===== config.mk =====
export PLATFORM = sky130hd
export DESIGN_NAME = key_load_sched_flat
export DESIGN_NICKNAME = d
export VERILOG_FILES = /design/src/rtl/key_load_sched_if.sv /design/src/rtl/key_load_sched.sv /design/src/flat_wrapper.sv
export SDC_FILE = /design/constraint.sdc
export NUM_CORES = 1
export LEC_CHECK = 0
export ABC_CLOCK_PERIOD_IN_PS = 2800
export BUFFER_PORTS_ARGS = -buffer_cell sky130_fd_sc_hd__buf_2
export CAP_MARGIN = 25
export CORE_AREA = 2 2 143 145
export CTS_CLUSTER_DIAMETER = 50
export CTS_CLUSTER_SIZE = 14
export DETAILED_ROUTE_END_ITERATION = 6
export DIE_AREA = 0 0 145 147
export PLACE_DENSITY_LB_ADDON = 0.25
export SLEW_MARGIN = 40
export SYNTH_ARGS = -nofsm -noshare
export SYNTH_HDL_FRONTEND = slang
export SYNTH_SLANG_ARGS = --single-unit

===== constraint.sdc =====
create_clock -name clk -period 2.8 [get_ports clk]
set_input_delay 0.28 -clock clk [delete_from_list [all_inputs] [get_ports clk]]
set_output_delay 0.28 -clock clk [all_outputs]
set_load 0.05 [all_outputs]

===== src/rtl/key_load_sched_if.sv =====
// key_load_sched_if: request/stream/converter/delivery bundle between requesters, converter and scheduler
// master: requesters plus converter drive req, s_data, s_valid, conv_ready, conv_key, key_ack
// slave:  the scheduler drives s_ready, grant, conv_*, key_out/valid/owner, busy, err
interface key_load_sched_if #(
  parameter int DATA_WIDTH = 32,
  parameter int KEY_WIDTH = 128
);
  logic [1:0] req;
  logic [2*DATA_WIDTH-1:0] s_data;
  logic [1:0] s_valid;
  logic [1:0] s_ready;
  logic [1:0] grant;
  logic [DATA_WIDTH-1:0] conv_data;
  logic conv_valid;
  logic conv_rst;
  logic conv_ready;
  logic [KEY_WIDTH-1:0] conv_key;
  logic [KEY_WIDTH-1:0] key_out;
  logic key_valid;
  logic key_owner;
  logic key_ack;
  logic busy;
  logic err;
  modport master (
    output req, s_data, s_valid, conv_ready, conv_key, key_ack,
    input s_ready, grant, conv_data, conv_valid, conv_rst, key_out, key_valid, key_owner, busy, err
  );
  modport slave (
    input req, s_data, s_valid, conv_ready, conv_key, key_ack,
    output s_ready, grant, conv_data, conv_valid, conv_rst, key_out, key_valid, key_owner, busy, err
  );
endinterface


===== src/rtl/key_load_sched.sv =====
// key_load_sched: round-robin two-requester key loader streaming words to a width converter and delivering the key
// clk/reset: rising-edge clock, synchronous active-high reset
// bus (slave): requests and word streams in, converter stream out, assembled key delivery out, busy/err status
module key_load_sched #(
  parameter int DATA_WIDTH = 32,
  parameter int KEY_WIDTH = 128,
  parameter int TIMEOUT = 64
) (
  input logic clk,
  input logic reset,
  key_load_sched_if.slave bus
);
  localparam int WORDS = KEY_WIDTH / DATA_WIDTH;
  localparam int CW = $clog2(WORDS + 1);
  localparam int SW = $clog2(TIMEOUT + 1);
  typedef enum logic [1:0] {IDLE, STREAM, WAIT_CONV, PRESENT} state_t;
  state_t state, state_n;
  logic [CW-1:0] wcnt;
  logic [SW-1:0] stall;
  logic last;
  logic g, win, start, take, done, load, ack, stalled, abort;
  logic [DATA_WIDTH-1:0] word;
  // last holds the index of the requester served most recently; a tie goes to the other one
  always_comb begin
    g = bus.grant[1];
    win = (bus.req == 2'b11) ? ~last : bus.req[1];
    start = state == IDLE && |bus.req;
    take = state == STREAM && bus.s_valid[g] && bus.s_ready[g];
    done = take && wcnt == CW'(WORDS - 1);
    load = state == WAIT_CONV && bus.conv_ready;
    ack = state == PRESENT && bus.key_ack;
    stalled = (state == STREAM && !take) || (state == WAIT_CONV && !bus.conv_ready);
    abort = stalled && stall == SW'(TIMEOUT - 1);
    word = g ? bus.s_data[2*DATA_WIDTH-1:DATA_WIDTH] : bus.s_data[DATA_WIDTH-1:0];
    state_n = abort ? IDLE : start ? STREAM : done ? WAIT_CONV : load ? PRESENT : ack ? IDLE : state;
  end
  always_ff @(posedge clk) begin
    if (reset) begin
      state <= IDLE;
      wcnt <= '0;
      stall <= '0;
      last <= 1'b1;
      bus.grant <= '0;
      bus.s_ready <= '0;
      bus.conv_data <= '0;
      bus.conv_valid <= 1'b0;
      bus.conv_rst <= 1'b1;
      bus.key_out <= '0;
      bus.key_valid <= 1'b0;
      bus.key_owner <= 1'b0;
      bus.busy <= 1'b0;
      bus.err <= 1'b0;
    end else begin
      state <= state_n;
      wcnt <= (done || abort) ? '0 : take ? wcnt + CW'(1) : wcnt;
      stall <= (take || state_n != state) ? '0 : stalled ? stall + SW'(1) : stall;
      last <= ack ? g : last;
      bus.grant <= start ? {win, ~win} : (abort || ack) ? 2'b00 : bus.grant;
      bus.s_ready <= start ? {win, ~win} : (done || abort) ? 2'b00 : bus.s_ready;
      bus.conv_data <= take ? word : bus.conv_data;
      bus.conv_valid <= take;
      bus.conv_rst <= abort;
      bus.key_out <= load ? bus.conv_key : bus.key_out;
      bus.key_valid <= load | (bus.key_valid & ~(ack | abort));
      bus.key_owner <= load ? g : bus.key_owner;
      bus.busy <= state_n != IDLE;
      bus.err <= abort;
    end
  end
endmodule


===== src/flat_wrapper.sv =====
// flat-port wrapper written by rule: the top's interface ports become plain ports
module key_load_sched_flat 
#(
  parameter int DATA_WIDTH = 32,
  parameter int KEY_WIDTH = 128,
  parameter int TIMEOUT = 64
)
  (clk, reset, bus_req, bus_s_data, bus_s_valid, bus_conv_ready, bus_conv_key, bus_key_ack, bus_s_ready, bus_grant, bus_conv_data, bus_conv_valid, bus_conv_rst, bus_key_out, bus_key_valid, bus_key_owner, bus_busy, bus_err);
  key_load_sched_if #(.DATA_WIDTH(DATA_WIDTH), .KEY_WIDTH(KEY_WIDTH)) bus_i ();
  input logic clk;
  input logic reset;
  input wire logic [$bits(bus_i.req)-1:0] bus_req;
  input wire logic [$bits(bus_i.s_data)-1:0] bus_s_data;
  input wire logic [$bits(bus_i.s_valid)-1:0] bus_s_valid;
  input wire logic [$bits(bus_i.conv_ready)-1:0] bus_conv_ready;
  input wire logic [$bits(bus_i.conv_key)-1:0] bus_conv_key;
  input wire logic [$bits(bus_i.key_ack)-1:0] bus_key_ack;
  output wire logic [$bits(bus_i.s_ready)-1:0] bus_s_ready;
  output wire logic [$bits(bus_i.grant)-1:0] bus_grant;
  output wire logic [$bits(bus_i.conv_data)-1:0] bus_conv_data;
  output wire logic [$bits(bus_i.conv_valid)-1:0] bus_conv_valid;
  output wire logic [$bits(bus_i.conv_rst)-1:0] bus_conv_rst;
  output wire logic [$bits(bus_i.key_out)-1:0] bus_key_out;
  output wire logic [$bits(bus_i.key_valid)-1:0] bus_key_valid;
  output wire logic [$bits(bus_i.key_owner)-1:0] bus_key_owner;
  output wire logic [$bits(bus_i.busy)-1:0] bus_busy;
  output wire logic [$bits(bus_i.err)-1:0] bus_err;
  assign bus_i.req = bus_req;
  assign bus_i.s_data = bus_s_data;
  assign bus_i.s_valid = bus_s_valid;
  assign bus_i.conv_ready = bus_conv_ready;
  assign bus_i.conv_key = bus_conv_key;
  assign bus_i.key_ack = bus_key_ack;
  assign bus_s_ready = bus_i.s_ready;
  assign bus_grant = bus_i.grant;
  assign bus_conv_data = bus_i.conv_data;
  assign bus_conv_valid = bus_i.conv_valid;
  assign bus_conv_rst = bus_i.conv_rst;
  assign bus_key_out = bus_i.key_out;
  assign bus_key_valid = bus_i.key_valid;
  assign bus_key_owner = bus_i.key_owner;
  assign bus_busy = bus_i.busy;
  assign bus_err = bus_i.err;
  key_load_sched #(.DATA_WIDTH(DATA_WIDTH), .KEY_WIDTH(KEY_WIDTH), .TIMEOUT(TIMEOUT)) u_core (.clk(clk), .reset(reset), .bus(bus_i));
endmodule

==> reports/results.ini, run 1 <==
[status]
outcome=complete, no violations

[synth]
ys_seq_elements=183
syn-cell-area_mm2=0.00697
yosys.area.top_type=dfxtp_1
synth-xor-area-share_pct=0.126
synth_nets=1035
yosys.area_share.simple_pct=20.7
synth_compound_area_share_pct=16.4
synth_top_family_by_area=simple AND/OR/NAND/NOR gates
yosys_warnings=0
synth_top_cell_area_share_pct=52.6
avgSynthCellArea_um2=8.37
synth-seq-area-share_pct=52.6
synthAdderAreaFrac_pct=0.539
ys_async_sr_fraction_pct=0
yosys_most_used_dff=dfxtp_1
synth_edf_count=0
synth_cell_types=48
synthMuxAreaShare_pct=5.17
netlist_instances=832
ys_top_cells_by_area=dfxtp_1, nand2_1, a21oi_1, mux2i_1, a211oi_1

[layout]
final_common_cell=buf_2
final_nets=1370
instances_no_fill=1451
multiInputGateArea_mm2=0.00301
fin_util_pct=48.4
syn_to_final_growth_pct=37.7
seq_area_mm2=0.00366
fill_cells=1959
final_cell_mix=buf_2, nand2_1, dfxtp_1
drive_gt1_share_pct=36.2

[route]
drt_iter0_markers=324
wl_met3_mm=1.35
via_count=6744
wl_met1_mm=8.62
dr.pass1.iters=4
top_layer=met4
antenna_left=0
viasPerCell=4.65
route.detailed.drc=0
wire_per_inst_um=13.9
drt_wl_total_mm=20.1
dr_wl_met2_mm=9.56

[power]
p_sw_uw=1360
ir_worst_vdd_uv=367
swShare_pct=25.5
pwr-share-comb_pct=7.5
p_leak_uw=0.00417
clock_power_share_pct=43.0
power_uw=5340
p_per_area_mw_per_mm2=556
intPower_uw=3980
pwr-share-seq_pct=49.5

[sta]
max_freq_mhz=488
clock_skew_ps=11.1
fin_crit_sh_pct=73.2
finalSetupViolCount=0
rsz0062_at_grt=no
relSlewSlack_pct=57.9
tns_ps=0
worst_slew_pin_slew_ps=632
final.min_clock_period_ps=2050
maxSlewViolCount=0
finalHoldViolCount=0

[floorplan]
rows=52
initial_core_util_pct=35.1
die_w_um=145
die_area_mm2=0.0213
ios=370
core_area_mm2=0.0198
dieHeight_um=147

[place]
dp_hpwl_mm=14.4
portBuffers=369
gp_congestion=0.782
dp.cells=1418

[setup_path]
reg2reg_to=u_core.bus.key_out[33]$_SDFFE_PP0P_
arrival_ps=1770
r2r_cells=5
max_stage_delay_ps=540
rrSetupSlack_ps=810
crit_fanout=27
path_cells=buf_4, buf_2
cp-end-kind=primary output
r2r-start=u_core.state[0]$_SDFF_PP0_
critPathKind=reg -> out
cp-endpoint=bus_grant[1]
crit_required_ps=2520
crit_slowest_cell=dfxtp_2
startpoint=u_core.bus.grant[1]$_SDFFE_PP0P_
critPathLaunchType=register

[clock_tree]
cts-root-buf=clkbuf_16
cts.repair.resized=0
clk_pin_slew_worst_paths_ps=70
clk_path_buf_depth=2
htreeDepth=4
clkLatencyLatePin_ps=420
cts_hold_buffers=0
cts.sinks=183
numCtsBuffers=17
cts_tree=built
postCtsSetupRepairBufs=0

[grt]
grt_use_total_pct=18.4
grt_pass1_wl_mm=32.1
antenna_found_initial=1
grt_pass1_vias=6286
grt_overflow_total=0
grt_max_degree=130

[worst_hold_path]
hp-class=in -> reg

[run]
drv_cap=0

==> worst max-delay path: cells and delay by family, from the launching register on <==
| kind | cells | cell delay [ps] |
|---|---|---|
| flops | 1 | 540 |
| buf+inv | 2 | 780 |
==> per-stage QoR <==
step / hold slack [ps] / cell area, um^2 / setup WS, ps
6_report: 86.7 / 9600 / 751
5_1_grt: 64.3 / 9600 / 621
4_1_cts: 60.7 / 9590 / 732
3_5_place_dp: 443 / 9030 / 819
3_3_place_gp: 438 / 9030 / 845
2_1_floorplan: 416 / 6970 / 810
==> sequential cells by signal, summed over array words and instances, names as in the netlist, 2 cells and up <==
name,count
u_core.bus.s_ready,2
u_core.state,2
u_core.bus.grant,2
u_core.bus.conv_data,32
u_core.wcnt,3
u_core.stall,7
u_core.bus.key_out,128
==> logic make-up after synthesis <==
family	count (synthesis)
AO/OA/AOI/OAI	192
XOR/XNOR	1
adder cells (fa/ha/maj)	3
buffers and inverters	73
flip-flops	183
multiplexers	36
AND/OR/NAND/NOR	344
==> power groups by stage <==
stage	Sequential [uW]	Combinational, uW	Clock [uW]
final	2640	401	2290
after global routing	2650	437	2490
after CTS	2640	405	2380
after detailed placement	2710	403	0
after global placement	2700	404	0
after floorplan	2770	141	0
==> cells in the mapped netlist (2+ instances only) <==
cell type / count
o41ai_1: 3
nor4_1: 3
nand4_1: 6
buf_2: 19
a21oi_1: 131
and2_1: 3
o211ai_1: 4
o21ai_0: 5
ha_1: 3
nor3_1: 7
nand3_1: 7
a31oi_1: 2
nand2_1: 265
dfxtp_1: 183
nand2b_1: 3
a211oi_1: 33
or2_2: 2
inv_1: 9
nor2_1: 37
o31ai_1: 2
buf_6: 2
mux2i_1: 36
buf_1: 3
clkbuf_1: 40
==> per-layer routing <==
layer / up-vias / GRT usage [%]
met5: - / 0
met4: 0 / 7.97
met3: 38 / 5.31
met2: 248 / 30.5
met1: 2982 / 22.4
li1: 3476 / -
==> final cells by class <==
type                       instances  area share, %
timing repair buffer             380           20.7
tap                              270           3.52
sequential                       183           38.2
clock buffer                      18           4.47
clock inverter                    14           1.43
antenna                            1         0.0261
multi-input combinational        576           31.4
inverter                           9          0.352
==> worst min-delay path by stage <==
| stage | from | depth (start not counted) | to | slack, ps |
|---|---|---|---|---|
| 5_1_grt | bus_conv_key[98] | 3 | u_core.bus.key_out[98]$_SDFFE_PP0P_ | 60 |
| 3_5_place_dp | u_core.bus.key_out[109]$_SDFFE_PP0P_ | 2 | u_core.bus.key_out[109]$_SDFFE_PP0P_ | 440 |
| 2_1_floorplan | bus_conv_key[0] | 2 | u_core.bus.key_out[0]$_SDFFE_PP0P_ | 420 |
| 6_report | bus_conv_key[81] | 3 | u_core.bus.key_out[81]$_SDFFE_PP0P_ | 90 |
| 4_1_cts | bus_conv_key[42] | 3 | u_core.bus.key_out[42]$_SDFFE_PP0P_ | 60 |
| 3_3_place_gp | u_core.bus.key_out[91]$_SDFFE_PP0P_ | 2 | u_core.bus.key_out[91]$_SDFFE_PP0P_ | 440 |
(Power assumes the default switching activity.)
==> run 2: changes to the inputs <==
--- a/config.mk
+++ b/config.mk
@@ -5,7 +5,8 @@
 export SDC_FILE = /design/constraint.sdc
 export NUM_CORES = 1
 export LEC_CHECK = 0
-export ABC_CLOCK_PERIOD_IN_PS = 2800
+export ABC_AREA = 1
+export ABC_CLOCK_PERIOD_IN_PS = 1900
 export BUFFER_PORTS_ARGS = -buffer_cell sky130_fd_sc_hd__buf_2
 export CAP_MARGIN = 25
 export CORE_AREA = 2 2 143 145
==> constraint.sdc (replaced) <==
create_clock -name clk -period 1.9 [get_ports clk]
set_input_delay 0.19 -clock clk [delete_from_list [all_inputs] [get_ports clk]]
set_output_delay 0.19 -clock clk [all_outputs]
set_load 0.05 [all_outputs]
==> run 2 against run 1 <==
Net effect: synthesized area down 0.13%; sequential share of layout area down 0.30 points; clock power up 46%; critical path depth unchanged; non-clock buffer count up 2; worst setup slack worse by 540 ps; register-to-register slack worse by 530 ps; first-iteration DRC count down 11%; critical path type unchanged; largest cell class unchanged.
==> reports/results.ini, run 2 <==
[layout]
largest_register_ff_count=128
final_cell_mix=buf_2, dfxtp_1, o21ai_0
fin_util_pct=48.7
drive_gt1_share_pct=37.5
final_common_cell=buf_2
fill_cells=1984
top_regs=u_core.bus.key_out: 128 flops, u_core.bus.conv_data: 32 flops, u_core.stall: 7 flops
fin_area_mm2=0.00967
top_register=u_core.bus.key_out
final_nets=1385
syn_to_final_growth_pct=39.0

[synth]
syn-cell-area_mm2=0.00696
avgSynthCellArea_um2=8.33
synth.most_common_cell=dfxtp_1
yosys.area.top_type=dfxtp_1
synth_nets=1038
synth_edf_count=0
ys_seq_elements=183
synth-seq-area-share_pct=52.6
netlist_instances=835
ys_async_sr_fraction_pct=0
yosys_warnings=0
synth_common_cells=dfxtp_1, o21ai_0, inv_1
synth_top_cell_area_share_pct=52.6
synth_cell_types=33
ys_top_cells_by_area=dfxtp_1, o21ai_0, a21oi_1, inv_1, mux2i_1
yosys_most_used_dff=dfxtp_1

[clock_tree]
clk_pin_slew_worst_paths_ps=80
clkLatencyLatePin_ps=420
htreeDepth=4
cts.sinks=183
cts_hold_buffers=0
cts_tree=built
cts-root-buf=clkbuf_16
clk_path_buf_depth=2
numCtsBuffers=17

[power]
p_per_area_mw_per_mm2=809
p_leak_uw=0.00438
ir_worst_vdd_uv=573

[grt]
grt_pass1_wl_mm=30.2
grt_max_degree=94
antenna_found_initial=2
grt_overflow_total=0
grt_pass1_vias=6035
grt_use_total_pct=17.3

[sta]
max_freq_mhz=591
fin_ws_ps=208
fin_crit_sh_pct=89.1
rsz0062_at_grt=no
clock_skew_ps=11.6
tns_ps=0
worst_slew_pin_slew_ps=415
finalHoldViolCount=0
maxSlewViolCount=0
final.min_clock_period_ps=1690
relSlewSlack_pct=72.0
finalSetupViolCount=0

[place]
place_ws_ps=277
dp_hpwl_mm=14.2
gp_congestion=0.788
portBuffers=369
placed_area_mm2=0.00911

[floorplan]
ios=370
die_area_mm2=0.0213
die_w_um=145
core_area_mm2=0.0198
rows=52
dieHeight_um=147
initial_core_util_pct=35.1

[route]
viasPerCell=4.41
antenna_left=0
route.detailed.drc=0
via_count=6468
drt_wl_total_mm=18.9
dr.pass1.iters=5
drt_iter0_markers=287
wire_per_inst_um=12.9

[setup_path]
arrival_ps=1500
crit_required_ps=1710
critPathLaunchType=register
rrSetupSlack_ps=280
max_stage_delay_ps=380
crit_fanout=34
cp-end-kind=primary output
critPathKind=reg -> out
crit_slowest_cell=dfxtp_2
path_cells=buf_6, buf_2

[status]
outcome=complete, no violations

[run]
drv_cap=0

[worst_hold_path]
hp-class=in -> reg

## run 2: path summary, 6_finish.rpt
kind,startpoint,depth (start not counted),end
worst min register to register,u_core.bus.key_out[107]$_SDFFE_PP0P_,2,u_core.bus.key_out[107]$_SDFFE_PP0P_
worst max register to register,u_core.stall[0]$_SDFFE_PP0P_,8,u_core.stall[4]$_SDFFE_PP0P_
worst min-delay path,bus_conv_key[118],3,u_core.bus.key_out[118]$_SDFFE_PP0P_
worst max-delay path,u_core.bus.grant[1]$_SDFFE_PP0P_,2,bus_grant[1]
## run 2: area by class of cell
cell class	instances	area [um^2]	area share [%]
Inverter	148	556	5.74
Multi-Input combinational cell	450	2500	25.9
Sequential cell	183	3660	37.9
Clock buffer	19	443	4.58
Tap cell	270	338	3.49
Antenna cell	1	2.50	0.0259
Timing Repair Buffer	382	2050	21.2
Clock inverter	13	118	1.22
## run 2: cells by family after synthesis
| group | share of synthesized area [%] |
|---|---|
| compound gates | 22.2 |
| xor+xnor | 0.378 |
| fa+ha+maj | 0.539 |
| buf+inv | 11.5 |
| flops | 52.6 |
| mux | 4.60 |
| simple gates | 8.18 |
## run 2: timing repair
item / CTS / global route
gates resized for setup: 0 / 1
setup endpoints to repair: 0 / 1
setup buffers: 0 / 0
## run 2: critical path: cells and delay by family (launching register included)
family | cells | cell delay, ps
flip-flops | 1 | 380
buffers and inverters | 2 | 690
## run 2: through the flow
step | hold WS (ps) | instances | power [uW]
6_report | 37.9 | 1466 | 7830
5_1_grt | 23.5 | 1465 | 8170
4_1_cts | 21.3 | 1465 | 7930
3_5_place_dp | 432 | 1433 | 4570
3_3_place_gp | 428 | 1433 | 4570
2_1_floorplan | 263 | 835 | 4290
## run 2: layer usage
layer  share of wire, %  track usage [%]  vias to the layer above
li1                   -                -                     3397
met1                 42             20.5                     2828
met2                 48             29.9                      218
met3                7.5             5.68                       25
met4                2.0             5.74                        0
met5                  0                0                        -
## run 2: power breakdown
| group | switching, uW | internal [uW] |
|---|---|---|
| clock | 1600 | 1750 |
| combinational | 340 | 261 |
| sequential | 17.1 | 3860 |
